**src/rtl/pipe_addsub.sv**
```systemverilog
// Pipelined add/subtract with optional signed saturation and NZCV flags.
// The carry chain is cut into STAGES slices, one register stage per slice, under a global stall.
module pipe_addsub #(
    parameter int WIDTH  = 16,
    parameter int STAGES = 2
) (
    input  logic             clk,
    input  logic             rst_n,
    input  logic             in_valid,
    output logic             in_ready,
    input  logic [WIDTH-1:0] in_a,
    input  logic [WIDTH-1:0] in_b,
    input  logic [1:0]       in_op,
    input  logic             in_cin,
    output logic             out_valid,
    input  logic             out_ready,
    output logic [WIDTH-1:0] out_y,
    output logic [3:0]       out_flags
);

    localparam int SL  = WIDTH / STAGES;
    localparam int MSB = WIDTH - 1;

    function automatic logic [WIDTH-1:0] sat_fn(input logic [WIDTH-1:0] raw,
                                                input logic             neg,
                                                input logic             ovf);
        if (!ovf)
            return raw;
        return neg ? {1'b1, {(WIDTH-1){1'b0}}} : {1'b0, {(WIDTH-1){1'b1}}};
    endfunction

    logic             w_adv;
    logic             w_vld  [STAGES];
    logic [WIDTH-1:0] w_a    [STAGES];
    logic [WIDTH-1:0] w_b    [STAGES];
    logic [WIDTH-1:0] w_sum  [STAGES];
    logic             w_cin  [STAGES];
    logic             w_sat  [STAGES];
    logic [WIDTH-1:0] w_nsum [STAGES];
    logic             w_cout [STAGES];

    logic [WIDTH-1:0] w_raw;
    logic [WIDTH-1:0] w_y;
    logic             w_c;
    logic             w_v;
    logic             w_sgn;

    logic             r_ovld;
    logic [WIDTH-1:0] r_y;
    logic [3:0]       r_flags;

    assign w_adv    = !r_ovld || out_ready;
    assign in_ready = w_adv;

    // Stage 0 inputs: B is inverted here for subtracts, so every later slice just adds.
    assign w_vld[0] = in_valid;
    assign w_a[0]   = in_a;
    assign w_b[0]   = in_op[0] ? ~in_b : in_b;
    assign w_cin[0] = in_op[1] ? in_op[0] : in_cin;
    assign w_sum[0] = '0;
    assign w_sat[0] = in_op[1];

    for (genvar s = 0; s < STAGES; s++) begin : g_stage
        logic [SL:0] w_slice;

        assign w_slice = {1'b0, w_a[s][s*SL +: SL]} + {1'b0, w_b[s][s*SL +: SL]}
                       + {{SL{1'b0}}, w_cin[s]};
        assign w_cout[s] = w_slice[SL];

        always_comb begin
            w_nsum[s] = w_sum[s];
            w_nsum[s][s*SL +: SL] = w_slice[SL-1:0];
        end

        if (s < STAGES - 1) begin : g_reg
            logic             r_vld_p;
            logic [WIDTH-1:0] r_a_p;
            logic [WIDTH-1:0] r_b_p;
            logic [WIDTH-1:0] r_sum_p;
            logic             r_c_p;
            logic             r_sat_p;

            // Stage s -> s+1 boundary: partial sum, carry and untouched operand bits move together.
            always_ff @(posedge clk or negedge rst_n) begin
                if (!rst_n)
                    r_vld_p <= 1'b0;
                else if (w_adv)
                    r_vld_p <= w_vld[s];
            end

            always_ff @(posedge clk) begin
                if (w_adv) begin
                    r_a_p   <= w_a[s];
                    r_b_p   <= w_b[s];
                    r_sum_p <= w_nsum[s];
                    r_c_p   <= w_slice[SL];
                    r_sat_p <= w_sat[s];
                end
            end

            assign w_vld[s+1] = r_vld_p;
            assign w_a[s+1]   = r_a_p;
            assign w_b[s+1]   = r_b_p;
            assign w_sum[s+1] = r_sum_p;
            assign w_cin[s+1] = r_c_p;
            assign w_sat[s+1] = r_sat_p;
        end
    end

    // Last stage: overflow from operand signs vs result sign, then optional clamp.
    assign w_raw = w_nsum[STAGES-1];
    assign w_c   = w_cout[STAGES-1];
    assign w_sgn = w_a[STAGES-1][MSB];
    assign w_v   = (w_sgn == w_b[STAGES-1][MSB]) && (w_raw[MSB] != w_sgn);
    assign w_y   = sat_fn(w_raw, w_sgn, w_v && w_sat[STAGES-1]);

    always_ff @(posedge clk or negedge rst_n) begin
        if (!rst_n) begin
            r_ovld  <= 1'b0;
            r_y     <= '0;
            r_flags <= '0;
        end else if (w_adv) begin
            r_ovld  <= w_vld[STAGES-1];
            r_y     <= w_y;
            r_flags <= {w_y[MSB], (w_y == '0), w_c, w_v};
        end
    end

    assign out_valid = r_ovld;
    assign out_y     = r_y;
    assign out_flags = r_flags;

endmodule

```
**config.mk**
```make
export PLATFORM = sky130hd
export DESIGN_NAME = pipe_addsub
export DESIGN_NICKNAME = d
export VERILOG_FILES = /design/src/rtl/pipe_addsub.sv
export SDC_FILE = /design/constraint.sdc
export NUM_CORES = 1
export LEC_CHECK = 0
export CORE_MARGIN = 3
export CORE_UTILIZATION = 35
export DETAILED_ROUTE_END_ITERATION = 8
export PLACE_DENSITY_LB_ADDON = 0.1
export REMOVE_ABC_BUFFERS = 1
export SYNTH_ARGS = -nofsm -noshare
export SYNTH_HDL_FRONTEND = slang
export SYNTH_SLANG_ARGS = --single-unit
```
**constraint.sdc**
```tcl
create_clock -name clk -period 2.3 [get_ports clk]
set_input_delay 0.46 -clock clk [delete_from_list [all_inputs] [get_ports clk]]
set_output_delay 0.46 -clock clk [all_outputs]
set_load 0.005 [all_outputs]
```
==> out/results.tsv <==
stage	metric	value	unit
placed_design	pre-CTS WS	-0.603	ns
drt	Via density	4.62	
layout	fin nets	371	
layout	Multi-input gate area	1230	um^2
timing	Final Cycle Share	95.8	%
placed_design	hpwl dp	4.12	mm
power	Pwr Total	2.86	mW
clock_network	CTS tree	done	
layout	highest-count cells in the layout ignoring fill and taps	clkdlybuf4s50_1 (55), edfxtp_1 (26), a21oi_1 (22)	
timing	clock skew	0.0102	ns
yosys	synth warn	0	
yosys	cell area after synthesis	2600	um^2
worst_setup_path	CP peak stage delay	0.46	ns
grt	vias in the first global route	1832	
drt	DR WL/cell	12.5	um
clock_network	H-tree depth	2	
drt	DRC viols	0	
worst_setup_path	slowest cell on the critical path	clkdlybuf4s50_1	
grt	met2 global-route usage	19.1	%
clock_network	Root Buffer	clkbuf_8	
worst_setup_path	Critical Path RT	1.84	ns
worst_setup_path	Crit path max-delay family	buffers and inverters	
layout	share of post-route cells with drive strength above 1	15.9	%
layout	layout overhead on the synthesized area	37.1	%
drt	Vias	1899	
clock_network	Clock Path Buffers	2	
placed_design	port bufs	60	
timing	shortest period the worst path allows	2.20	ns
placed_design	area post-placement	3410	um^2
power	Pwr per Cell Area	802	nW/um^2
timing	endpoints failing setup	0	
layout	Final Non-Filler Cells	411	
grt	largest net degree at the start of global routing	36	
drt	drt pass-1 iters	4	
clock_network	clock latency on the worst-skew pair	0.30	ns
drt	DRT iter0 DRCs	38	
drt	Routed WL	5.12	mm
timing	Pins Over Slew Limit	0	
run	max_cap viols	0	
worst_setup_path	crit path kind	in -> out	
worst_setup_path	CP max FO	2	
layout	Final Core Density	50.9	%
layout	final instance area	3570	um^2
timing	Worst Tran Pin Value	0.417	ns
yosys	Synth Register Bits	47	
worst_setup_path	WP buf/inv	3	
clock_network	hold buffers post-CTS	0	
die	Die Span X	92.3	um
yosys	number of synthesized flops with an enable pin	26	
grt	met1 usage	17.8	%
timing	final hold violations	0	
timing	Fmax achieved	454	MHz
worst_setup_path	CP Cell Sequence	clkdlybuf4s50_1, nor2b_2, clkinv_1, clkdlybuf4s50_1	
layout	FILL cells	652	
yosys	Avg Synthesized Cell Area	11.0	um^2
layout	Antenna diodes	0	
worst_setup_path	CP endpoint kind	primary output	
run_status	status	finished, final reports clean	
layout	FF+latch area	1310	um^2
yosys	Main synth FF type	edfxtp_1	
grt	met3 usage	2.87	%
worst_setup_path	startpoint class of the critical path	input port	
yosys	Mapped Cells	236	
grt	Overall Global Routing Usage	12.8	%
die	# rows	30	
clock_network	TritonCTS Buffers	5	
die	Core ar.	7020	um^2
worst_hold_path	min-delay worst type	reg -> reg	
grt	first-pass GRT wire length	8.58	mm
die	die span in y	92.3	um
yosys	asr flop ratio synth	44.7	%
yosys	register area share after synthesis	50.2	%
layout	most common cell after layout, fill and taps aside	clkdlybuf4s50_1	
power	maximum VDD drop	0.263	mV
clock_network	Reg clk slew, reported paths	0.08	ns
placed_design	gp weighted congestion	0.826	
die	initial cell density of the core	37.1	%
grt	initial antenna violation count	0	
timing	Slew HR	72.2	%
grt	Top Usage Layer GRT	met2	
die	die footprint	8510	um^2
die	number of placed I/O pins	61	
placed_design	placed insts	401	
clock_network	Clock Sinks	47	
power	Leakage Power	1.47	nW
yosys	Yosys cell types	44	
worst_setup_path	Data arrival, critical path	1.74	ns
timing	post-route setup slack	0.0971	ns
worst_setup_path	critical path's most frequent cell	clkdlybuf4s50_1	
grt	GR Overflow Total	0	
drt	number of antenna-violating nets in the routed design	0	
## metal layers
metal  wire length (um)  share of wire (%)  vias up
li1                   -                  -      979
met1               2490                 49      854
met2               2280                 45       56
met3                230                4.5       10
met4                111                2.2        0
met5                  0                  0        -
## state kept, by name, summed over array words and instances, names as in the netlist
register and cells:
g_stage.g_reg.r_sum_p 8, g_stage.g_reg.r_a_p 8, out_y 16, out_flags 3
g_stage.g_reg.r_c_p 1, g_stage.g_reg.r_vld_p 1, out_valid 1, g_stage.g_reg.r_b_p 8
g_stage.g_reg.r_sat_p 1
## where the power goes
part           switching (mW)  leakage [nW]  total, mW  internal (mW)
logic                   0.479         0.903       1.08          0.599
clock network           0.253        0.0524      0.578          0.325
registers              0.0974         0.515       1.21           1.11
## cell families (layout without fill, tap and decap cells)
family,after synthesis,after routing,synth area share (%)
AO/OA/AOI/OAI,65,65,15.6
XOR/XNOR,27,27,9.08
adder cells (fa/ha/maj),18,18,9.80
buffers and inverters,22,101,3.99
flip-flops,47,47,50.2
multiplexers,1,1,0.384
AND/OR/NAND/NOR,56,56,11.0
## synth_stat cells (5+ instances only)
| cell type | count | area [um^2] |
|---|---|---|
| ha_1 | 14 | 175 |
| o21ai_1 | 11 | 55.1 |
| xnor2_1 | 7 | 61.3 |
| edfxtp_1 | 26 | 781 |
| dfrtp_1 | 21 | 526 |
| nor2b_1 | 5 | 31.3 |
| clkbuf_1 | 5 | 18.8 |
| xor2_1 | 20 | 175 |
| inv_1 | 11 | 41.3 |
| a21oi_1 | 23 | 115 |
| nor2_1 | 11 | 41.3 |
| o21ai_0 | 12 | 60.1 |
| nand2_1 | 21 | 78.8 |
## layout make-up
cell class              instances  share of cell area, %
flip-flops and latches         47                   36.6
multi-input cells             167                   34.5
repair buffers                 81                   21.3
well taps                      96                   3.36
clock buffers                   7                   2.14
inverters                      12                   1.26
clock inverters                 1                  0.841
## metrics by stage
stage	TNS, ns	hold WS [ns]
floorplan	-33.11	0.164
global placement	-2.75	0.439
detailed placement	-3.06	0.445
CTS	-0.0573	0.464
global route	-0.00946	0.506
finish	0	0.459
## worst register-to-register path: stages, from the launching register on
cell      delay (ns)
edfxtp_1        0.41
fa_2            0.43
a21o_1          0.17
a21oi_1         0.16
xnor2_1         0.11
or4_1           0.50
o31ai_2         0.24
## repair_timing
action | CTS | global route
resized for setup | 4 | 18
setup endpoints to repair | 7 | 6
pin swaps | 1 | 7
setup buffers | 2 | 0
## path summary, 6_finish.rpt
kind / start / endpoint / slack [ns] / depth (start not counted)
worst min register to register: g_stage[0].g_reg.r_vld_p / out_valid / 0.46 / 1
worst max-delay path: out_ready / in_ready / 0.1 / 4
min in group asynchronous: rst_n / out_y[13] / 0.51 / 2
max in group asynchronous: rst_n / out_y[4] / 1.58 / 2
worst min-delay path: g_stage[0].g_reg.r_vld_p / out_valid / 0.46 / 1
worst max register to register: g_stage[0].g_reg.r_a_p[8] / out_flags[2] / 0.19 / 6
Note: power is estimated with default switching activity, not from simulation.
